<file path="config.mk">
export PLATFORM = sky130hd
export DESIGN_NAME = seq_div
export DESIGN_NICKNAME = d
export VERILOG_FILES = /design/src/rtl/seq_div.sv
export SDC_FILE = /design/constraint.sdc
export NUM_CORES = 1
export LEC_CHECK = 0
export ABC_AREA = 1
export ABC_CLOCK_PERIOD_IN_PS = 2000
export CAP_MARGIN = 10
export CORE_ASPECT_RATIO = 1.1
export CORE_MARGIN = 4
export CORE_UTILIZATION = 40
export DETAILED_ROUTE_END_ITERATION = 10
export GPL_ROUTABILITY_DRIVEN = 1
export PLACE_DENSITY = 0.72
export SYNTH_ARGS = -nofsm -noshare
export SYNTH_HDL_FRONTEND = slang
export SYNTH_SLANG_ARGS = --single-unit
export TNS_END_PERCENT = 50
</file>
<file path="constraint.sdc">
create_clock -name clk -period 2 [get_ports clk]
set_input_delay 0.4 -clock clk [delete_from_list [all_inputs] [get_ports clk]]
set_output_delay 0.4 -clock clk [all_outputs]
set_load 0.01 [all_outputs]
</file>
<file path="src/rtl/seq_div.sv">
// Multi-cycle unsigned restoring divider: 2N-bit dividend / N-bit divisor,
// one quotient bit per clock, start/done handshake for the ALU controller.
module seq_div #(
    parameter int N = 16
) (
    input  logic           clk,
    input  logic           rst_n,
    input  logic           start,
    input  logic [2*N-1:0] a,
    input  logic [N-1:0]   b,
    output logic           busy,
    output logic           done,
    output logic [2*N-1:0] q,
    output logic [N-1:0]   r,
    output logic           dz
);
    localparam int CW = $clog2(2*N+1);

    typedef enum logic [1:0] {IDLE, RUN, DONE} state_t;

    state_t         state, state_nxt;
    logic [2*N-1:0] dq;
    logic [N:0]     rem;
    logic [N-1:0]   dvs;
    logic [CW-1:0]  cnt;
    logic [N:0]     sh;
    logic [N:0]     t;

    // rem < divisor between steps, so its top bit is always zero before the shift
    assign sh = {rem[N-1:0], dq[2*N-1]};
    assign t  = sh - {1'b0, dvs};

    always_comb begin
        state_nxt = state;
        busy      = (state != IDLE);
        done      = (state == DONE);
        case (state)
            IDLE:    if (start) state_nxt = RUN;
            RUN:     if (cnt == '0) state_nxt = DONE;
            DONE:    state_nxt = IDLE;
            default: state_nxt = IDLE;
        endcase
    end

    always_ff @(posedge clk or negedge rst_n) begin
        if (!rst_n) state <= IDLE;
        else        state <= state_nxt;
    end

    // A zero divisor still passes through RUN with cnt=0, giving the one-cycle
    // gap before DONE; its result is written at acceptance and kept by the dz gate.
    always_ff @(posedge clk or negedge rst_n) begin
        if (!rst_n) begin
            dq  <= '0;
            rem <= '0;
            dvs <= '0;
            cnt <= '0;
            q   <= '0;
            r   <= '0;
            dz  <= 1'b0;
        end else begin
            case (state)
                IDLE: begin
                    if (start) begin
                        if (b != '0) begin
                            dq  <= a;
                            dvs <= b;
                            rem <= '0;
                            cnt <= CW'(2*N);
                            dz  <= 1'b0;
                        end else begin
                            q   <= '1;
                            r   <= a[N-1:0];
                            dz  <= 1'b1;
                            cnt <= '0;
                        end
                    end
                end
                RUN: begin
                    if (cnt != '0) begin
                        rem <= t[N] ? sh : t;
                        dq  <= {dq[2*N-2:0], ~t[N]};
                        cnt <= cnt - CW'(1);
                    end else if (!dz) begin
                        q <= dq;
                        r <= rem[N-1:0];
                    end
                end
                default: ;
            endcase
        end
    end
endmodule

</file>
**Word level (Yosys, flattened, before mapping)**

Index checks and enable logic that the tools add are counted.

- Add/subtract/negate cells: 2
- Mux-type cells: 27
- Shift operators: 0
- $lt $le $gt $ge: 0
- Div/mod/pow operators: 0
- Equal/unequal tests: 9
- Bitwise logic cells: 1
- Reduce and logical (&&, ||, !) cells: 12
- $mul: 0

Operators with widths:

| kind | count |
|---|---|
| 32-bit 2-to-1 mux | 7 |
| 16-bit 2-to-1 mux | 8 |
| 32-bit one-hot mux with 2 select lines | 2 |
| 16-bit one-hot mux with 2 select lines | 2 |
| 6-bit 2-to-1 mux | 3 |
| 17-bit by 16-bit subtractor with 17-bit output | 1 |
| 16-bit nonzero test | 1 |
| 2-bit inequality test (second input constant) | 7 |
| 6-bit one-hot mux with 2 select lines | 1 |
| 6-bit logical NOT | 1 |
| 3-bit AND reduction | 2 |
| 6-bit nonzero test | 1 |
| 6-bit by 1-bit subtractor with 6-bit output (second input constant) | 1 |
| 5-bit AND reduction | 1 |
| 2-bit 2-to-1 mux | 2 |
| 2-bit one-hot mux with 2 select lines | 1 |
| 2-bit AND reduction | 2 |
| 4-bit AND reduction | 1 |
| 2-bit nonzero test | 2 |
| 2-bit by 1-bit equality test with 1-bit output (second input constant) | 1 |
| 2-bit equality test (second input constant) | 1 |
| 2-bit logical NOT | 1 |
| 1-bit 2-to-1 mux | 1 |
| 1-bit NOT | 1 |

- Memories kept: 0
- Bits of input ports: 51
- Logic and storage cells: 59
- Memory bits (writable): 0
- Output and inout port bits: 51
- Bits in registers: 121
- Latch bits: 0
- Memory bits (read-only): 0

**Depth between registers and ports, before layout**

Gate-level depths: netlist of run 1.

- Word-level depth: 4
- Mapped depth: 17
- Mapped depth without buffers: 16

**Worst setup path before layout of run 1**

No wires, ideal clock.

- Path kind: register -> register
- Start point: register dq[31]
- End point: register rem[6]
- Library setup time: 0.116 ns
- Setup slack: -0.069 ns
- Data arrival time: 1.952 ns
- Path buffers: 1
- Data required time: 1.884 ns
- Clock period less this slack: 2.069 ns
- Stages on the path, launching flop included: 18
- Path through: dfrtp_1 -> inv_1 -> ha_1 -> inv_1 -> fa_1 -> nand2_1 -> nand2_1 -> nand3_1 -> nand2_2 -> nand2_2 -> nand2_1 -> nand2_1 -> nand2_4 -> buf_6 -> nand2_1 -> nand2_1 -> nand2_1 -> nand2_1

- Cells in the longest elaborated chain, start to end: 4

RTL lines:

| what | RTL line | source |
|---|---|---|
| start, declared | 22 | `logic [2*N-1:0] dq;` |
| start signal, assigned | 82 | `dq <= {dq[2*N-2:0], ~t[N]};` |
| 17-bit by 16-bit subtractor with 17-bit output | 31 | `assign t = sh - {1'b0, dvs};` |
| 16-bit 2-to-1 mux | 81 | `rem <= t[N] ? sh : t;` |
| 16-bit 2-to-1 mux | 80 | `if (cnt != '0) begin` |
| 16-bit one-hot mux with 2 select lines | 62 | `case (state)` |
| end signal, assigned | 81 |  |
| end, declared | 23 | `logic [N:0] rem;` |

Every way passes these cells. The select of a mux whose other input is x is not followed.
A chain may end at the register's enable or synchronous reset.

**Worst setup path in the final report of run 1**

- Start point: register dq[31]
- End point: register rem[3]

The elaborated chain is that of the path after synthesis.

==> impl_metrics.csv, run 1 <==
group,metric,value,unit
critical_path,reg2reg_from,"dq[31]$_DFFE_PN0P_",
logic_synthesis,synth_ff_type,"dfrtp_1",
final_layout,instances_no_fill,1209,
critical_path,cp-end-kind,"flop",
placement,dp_slack,-0.187,ns
timing,max_freq,491,MHz
critical_path,cpMostUsedCell,"nand2_1",
power,static-leakage-power,4.72,nW
critical_path,crit_chain,"inv_2 > ha_4 > inv_2 > fa_2 > nand2_2 > nand2_2 > nand3_2 > nand2_2 > nand2_4 > nand2_8 > nand2_8 > nand2_8 > nand2_1 > nand2_1 > nand2_1 > nand2_1",
logic_synthesis,synth_compound_area_frac,0.0871,
timing,worstMarginPinSlew,0.534,ns
floorplan,dieHeight,142,um
timing,finalSetupViolations,12,
floorplan,core,0.0159,sq mm
logic_synthesis,muxShareOfSynthArea,0.0508,
final_layout,antenna_cells,0,
timing,fin_crit_sh,1.02,
critical_path,crit_cells,16,
clocking,cts.sinks,121,
placement,place.gp.congestion,0.883,
critical_path,reg2reg_depth,16,
placement,dpl.cell_count,1173,
placement,placed_cell_area,0.00815,sq mm
timing,fin_crit,2.04,ns
timing,setup_ws,-0.0368,ns
timing,setup-tns-final,-0.208,ns
clocking,numCtsBuffers,17,
clocking,cts_tree,"yes",
final_layout,syn_to_final_growth,37.7,%
critical_path,timing.rr.end,"rem[3]$_DFFE_PN0P_",
critical_path,arrival,2.35,ns
logic_synthesis,async_reset_ff_frac,1.00,
floorplan,die-area,0.0184,sq mm
grt,grt_pass1_wl,27600,um
critical_path,critPathCapture,"rem[3]$_DFFE_PN0P_",
drt,first_pass_iters,5,
critical_path,start_kind,"flop",
floorplan,num_rows,48,
floorplan,initial_utilization,0.411,
grt,grt_usage,0.187,
final_layout,postLayoutCellArea,0.00898,sq mm
placement,portBuffers,101,
floorplan,io_pins,102,
logic_synthesis,yosysWarnings,0,
critical_path,worstPathMaxFanout,8,
critical_path,slowest_stage,"dfrtp_1",
logic_synthesis,synth_adder_area_share,0.0376,
logic_synthesis,syn_area,0.00652,sq mm
critical_path,startpoint,"dq[31]$_DFFE_PN0P_",
timing,max-slew-margin-rel,0.644,
logic_synthesis,syn_inst,839,
grt,antenna_found_initial,0,
grt,grt_pass1_vias,5843,
critical_path,max_stage_delay,0.39,ns
logic_synthesis,ys_ff_latch,121,
critical_path,crit_buf_inv,2,
critical_path,cp_top_family,"simple AND/OR/NAND/NOR gates",
clocking,clk_latency,0.42,ns
critical_path,crit_type,"flop to flop",
drt,final_antenna_net_count,0,
power,power_density,2050,mW/mm^2
critical_path,reg2reg_slack,-0.04,ns
logic_synthesis,synth-simple-area-share,0.256,
drt,vias,5939,
critical_path,worstPathRequired,2.31,ns
timing,maxSlewViolCount,0,
drt,viasPerCell,4.91,
job,drv_cap,0,
logic_synthesis,synth_cell_types,41,
clocking,cts_root_buf,"clkbuf_16",
timing,fin_skew,0.00699,ns
grt,grt_max_degree,52,
final_layout,n_fill_cell,1390,
drt,drc,0,
drt,drt_iter0_drc,514,
drt,drt-total-wl,17100,um
power,total_power,18.4,mW
run_status,outcome,"complete, but fails checks",
run_status,violations,"setup timing",
final_layout,final_nets,1066,
clocking,path_clk_slew,0.05,ns
floorplan,die_x,130,um
placement,dp_hpwl,12100,um
hold_path,hp-class,"input pin to async pin",
logic_synthesis,synth_edf_count,0,
timing,rsz0062_at_grt,"true",
timing,hold_violations,0,
grt,globalRoute.totalOverflow,0,
logic_synthesis,syn_nets,909,
clocking,cts_max_path_buffers,2,
logic_synthesis,seq_area_frac_synth,0.464,
logic_synthesis,synth-xor-area-share,0.0121,
logic_synthesis,synth_top_family_by_area,"simple AND/OR/NAND/NOR gates",
logic_synthesis,syn_avg_cell_area,7.77,sq um
power,ir_drop,952,uV
drt,routedWlPerCell,14.1,um
clocking,htree_levels,4,
final_layout,drive_above_1_share,0.143,
-- where the power goes --
group	leakage [nW]	internal (mW)	switching [mW]
Combinational	2.97	4.66	6.36
Sequential	1.47	3.70	0.682
Clock	0.275	1.89	1.11
-- per-stage QoR --
step	hold slack (ns)	util
final	0.466	0.566
after global routing	0.484	0.566
after CTS	0.461	0.556
after detailed placement	0.363	0.514
after global placement	0.363	0.514
after floorplan	0.104	-
-- flip-flops by register name, summed over array words and instances (netlist names) --
| register | cells |
|---|---|
| r | 16 |
| state | 2 |
| dz | 1 |
| dvs | 16 |
| q | 32 |
| cnt | 6 |
| dq | 32 |
| rem | 16 |
-- cell families after synthesis --
logic type	Yosys count
and+or+nand+nor	417
buffers and inverters	140
DFF	121
AOI/OAI and AO/OA	100
muxes	33
adders and majority gates	19
xor gates and xnor gates	9
-- placed cells by master, fill, tap and decap left out, types with 7 or more instances in the layout --
cell and instances:
ha_1 16, xor2_1 8, inv_1 102, nor2_1 67
nand2_8 7, o31ai_1 16, a21oi_1 10, clkdlybuf4s50_1 100
o21ai_1 16, nand3_1 18, nand2_2 17, o21ai_0 49
dfrtp_1 121, mux2i_1 32, clkbuf_16 17, buf_4 60
nand2_1 288
-- worst min-delay path by stage --
stage,from,end,slack (ns),cells past startpoint
after floorplan,rst_n,cnt[0]$_DFFE_PN0P_,0.10,0
after global placement,rst_n,dq[30]$_DFFE_PN0P_,0.36,1
after detailed placement,rst_n,dq[30]$_DFFE_PN0P_,0.36,1
after CTS,rst_n,dq[30]$_DFFE_PN0P_,0.46,2
after global routing,rst_n,dq[30]$_DFFE_PN0P_,0.48,2
final,rst_n,dq[30]$_DFFE_PN0P_,0.47,2
-- per-layer routing --
layer / global-route usage / wire length, um / up-vias
met5: 0 / 0 / -
met4: 0.0651 / 345 / 0
met3: 0.0425 / 975 / 29
met2: 0.313 / 8180 / 192
met1: 0.238 / 7580 / 2761
li1: - / - / 2957
-- layout make-up --
class,instances,area [sq um],area share
tap,200,250,0.0279
clock inverter,11,123,0.0137
timing repair buffer,167,1580,0.176
inverter,109,409,0.0456
sequential,121,3030,0.337
clock buffer,21,460,0.0513
multi-input combinational,580,3130,0.348
-- synthesized netlist by cell type (all sizes together), types with 2 or more instances --
master | number | area share
nand2 | 313 | 0.18
dfrtp | 121 | 0.46
inv | 108 | 0.062
nor2 | 70 | 0.042
o21ai | 66 | 0.051
mux2i | 32 | 0.049
nand3 | 22 | 0.017
buf | 20 | 0.022
ha | 18 | 0.035
o31ai | 16 | 0.018
a21oi | 12 | 0.011
clkbuf | 11 | 0.0079
xor2 | 8 | 0.011
nand4 | 5 | 0.0048
nor3 | 3 | 0.0031
o21bai | 2 | 0.0023
-- repair_timing --
item	CTS	global route
hold buffers	1	0
endpoints found under the setup margin	16	18
gates resized for setup	11	26
setup buffers	0	1
gates cloned	2	0
pin swaps	6	11
endpoints found under the hold margin	27	0
(Power assumes the default switching activity.)
==> run 2, diff against run 1 <==
--- a/config.mk
+++ b/config.mk
@@ -12,8 +12,9 @@
 export CORE_MARGIN = 4
 export CORE_UTILIZATION = 40
 export DETAILED_ROUTE_END_ITERATION = 10
+export DONT_BUFFER_PORTS = 1
 export GPL_ROUTABILITY_DRIVEN = 1
-export PLACE_DENSITY = 0.72
+export PLACE_DENSITY = 0.63
 export SYNTH_ARGS = -nofsm -noshare
 export SYNTH_HDL_FRONTEND = slang
 export SYNTH_SLANG_ARGS = --single-unit
==> run 2 against run 1 <==
  * The run ends with hold timing, setup timing left
  * Final cell count is 11% lower
  * Die area did not move
  * Routed wire length fell by 6.0%
  * First-iteration DRC count shrank 45%
  * Power down 5.7%
  * Hold slack got worse by 0.78 ns
  * Global-route usage fell by 0.81 points
  * Utilization is 7.0 points lower
  * Cell area down 12%
  * Sequential power is 8.0% higher
  * Fmax grew 1.3%
==> impl_metrics.csv, run 2 (synthesis gave the netlist of run 1 again) <==
group,metric,value,unit
critical_path,crit_type,"flop to flop",
critical_path,slowest_stage,"dfrtp_1",
timing,max-slew-margin-rel,0.684,
critical_path,start_kind,"flop",
floorplan,die-area,0.0184,sq mm
timing,holdWs,-0.313,ns
final_layout,layout_commonest_cell,"nand2_1",
grt,antenna_found_initial,0,
drt,first_pass_iters,5,
timing,finalSetupViolations,4,
timing,max_freq,498,MHz
critical_path,worstPathMaxFanout,7,
placement,dp_hpwl,11100,um
final_layout,n_fill_cell,1510,
floorplan,dieHeight,142,um
timing,rsz0062_at_grt,"true",
timing,setup_ws,-0.00985,ns
final_layout,utilization,0.496,
run_status,outcome,"complete, but fails checks",
critical_path,cpMostUsedCell,"nand2_1",
critical_path,cp-end-kind,"flop",
drt,final_antenna_net_count,0,
placement,portBuffers,0,
timing,fin_skew,0.00779,ns
drt,drt-total-wl,16100,um
hold_path,hp-class,"input pin to async pin",
job,drv_cap,0,
clocking,htree_levels,4,
drt,vias,5255,
floorplan,die_x,130,um
final_layout,final_nets,937,
drt,drc,0,
timing,fin_crit,2.01,ns
floorplan,io_pins,102,
power,static-leakage-power,4.20,nW
clocking,cts_root_buf,"clkbuf_16",
grt,met2_usage,0.280,
timing,fin_crit_sh,1.00,
floorplan,initial_utilization,0.411,
critical_path,max_stage_delay,0.39,ns
grt,grt_max_degree,122,
grt,grt_pass1_wl,25800,um
grt,grt_pass1_vias,5092,
timing,maxSlewViolCount,0,
final_layout,drive_above_1_share,0.147,
critical_path,worstPathRequired,2.31,ns
clocking,numCtsBuffers,17,
critical_path,crit_chain,"inv_2 > ha_4 > inv_2 > fa_2 > nand2_2 > nand2_2 > nand3_2 > nand2_2 > nand2_4 > nand2_8 > nand2_8 > nand2_8 > nand2_1 > nand2_1 > nand2_1 > nand2_1",
grt,use_met3,0.0614,
grt,top_usage_layer,"met2",
final_layout,layout_common_cells,"nand2_1 (284), dfrtp_1 (121), inv_1 (101), nor2_1 (67), o21ai_0 (49)",
floorplan,num_rows,48,
final_layout,antenna_cells,0,
grt,use_met1,0.236,
floorplan,core,0.0159,sq mm
clocking,cts_tree,"yes",
critical_path,reg2reg_from,"dq[31]$_DFFE_PN0P_",
critical_path,arrival,2.32,ns
clocking,path_clk_slew,0.05,ns
drt,drt_iter0_drc,283,
placement,place.gp.congestion,0.862,
power,power_density,2210,mW/mm^2
clocking,clk_latency,0.42,ns
grt,globalRoute.totalOverflow,0,
timing,worstMarginPinSlew,0.474,ns
grt,grt_usage,0.179,
power,ir_drop,919,uV
power,total_power,17.4,mW
critical_path,startpoint,"dq[31]$_DFFE_PN0P_",
drt,routedWlPerCell,14.9,um
final_layout,syn_to_final_growth,20.7,%
final_layout,largest_registers,"dq x32, q x32",
clocking,cts.sinks,121,
drt,viasPerCell,4.87,
clocking,cts_max_path_buffers,2,
timing,hold_violations,121,
run_status,violations,"hold timing, setup timing",
-- run 2: power by group --
group          switching (mW)  internal (mW)  total (mW)
clock                    1.07           2.01        3.08
combinational            5.76           3.78        9.55
sequential               1.04           3.70        4.74
-- run 2: cell type report --
cell class	count	area [sq um]	share of cell area
clock inverters	7	118	0.0149
repair buffers	38	323	0.0410
inverters	109	409	0.0520
multi-input cells	580	3280	0.416
well taps	200	250	0.0318
flip-flops and latches	121	3030	0.385
clock buffers	23	468	0.0595
-- run 2: worst paths after layout --
path / cells after the start / endpoint / slack, ns
worst min register to register: 2 / dq[16]$_DFFE_PN0P_ / 0.48
worst max register to register: 16 / rem[7]$_DFFE_PN0P_ / -0.01
worst min-delay path: 0 / dvs[2]$_DFFE_PN0P_ / -0.31
worst max-delay path: 16 / rem[7]$_DFFE_PN0P_ / -0.01
max in group asynchronous: 0 / dvs[3]$_DFFE_PN0P_ / 2.02
min in group clk: 2 / dvs[12]$_DFFE_PN0P_ / 0.10
-- run 2: repair_timing --
action,CTS,global route
pin swaps,7,18
endpoints found under the hold margin,121,121
setup endpoints to repair,17,19
cloned,2,0
resized for setup,21,33
buffers inserted,0,2
-- run 2: metal layers --
layer | vias to the layer above | wire length, um
met4 | 0 | 214
met5 | - | 0
met1 | 2441 | 7300
li1 | 2681 | -
met2 | 119 | 7480
met3 | 14 | 1070
-- run 2: worst max-delay path: cells and delay by family, from the launching register on --
kind,cells,cell delay [ns]
flip-flops,1,0.39
AND/OR/NAND/NOR,12,0.90
buffers and inverters,2,0.12
adder cells (fa/ha/maj),2,0.48
-- run 2: stage by stage --
step / cells / cell area [sq um] / worst slack, ns / TNS, ns
2_1_floorplan: 839 / 6530 / -0.00244 / -0.00244
6_report: 1078 / 7870 / -0.00985 / -0.0220
3_3_place_gp: 1044 / 6900 / -0.0140 / -0.129
3_5_place_dp: 1044 / 6900 / -0.0961 / -1.05
4_1_cts: 1076 / 7620 / 0.00806 / 0
5_1_grt: 1078 / 7870 / -0.119 / -1.47
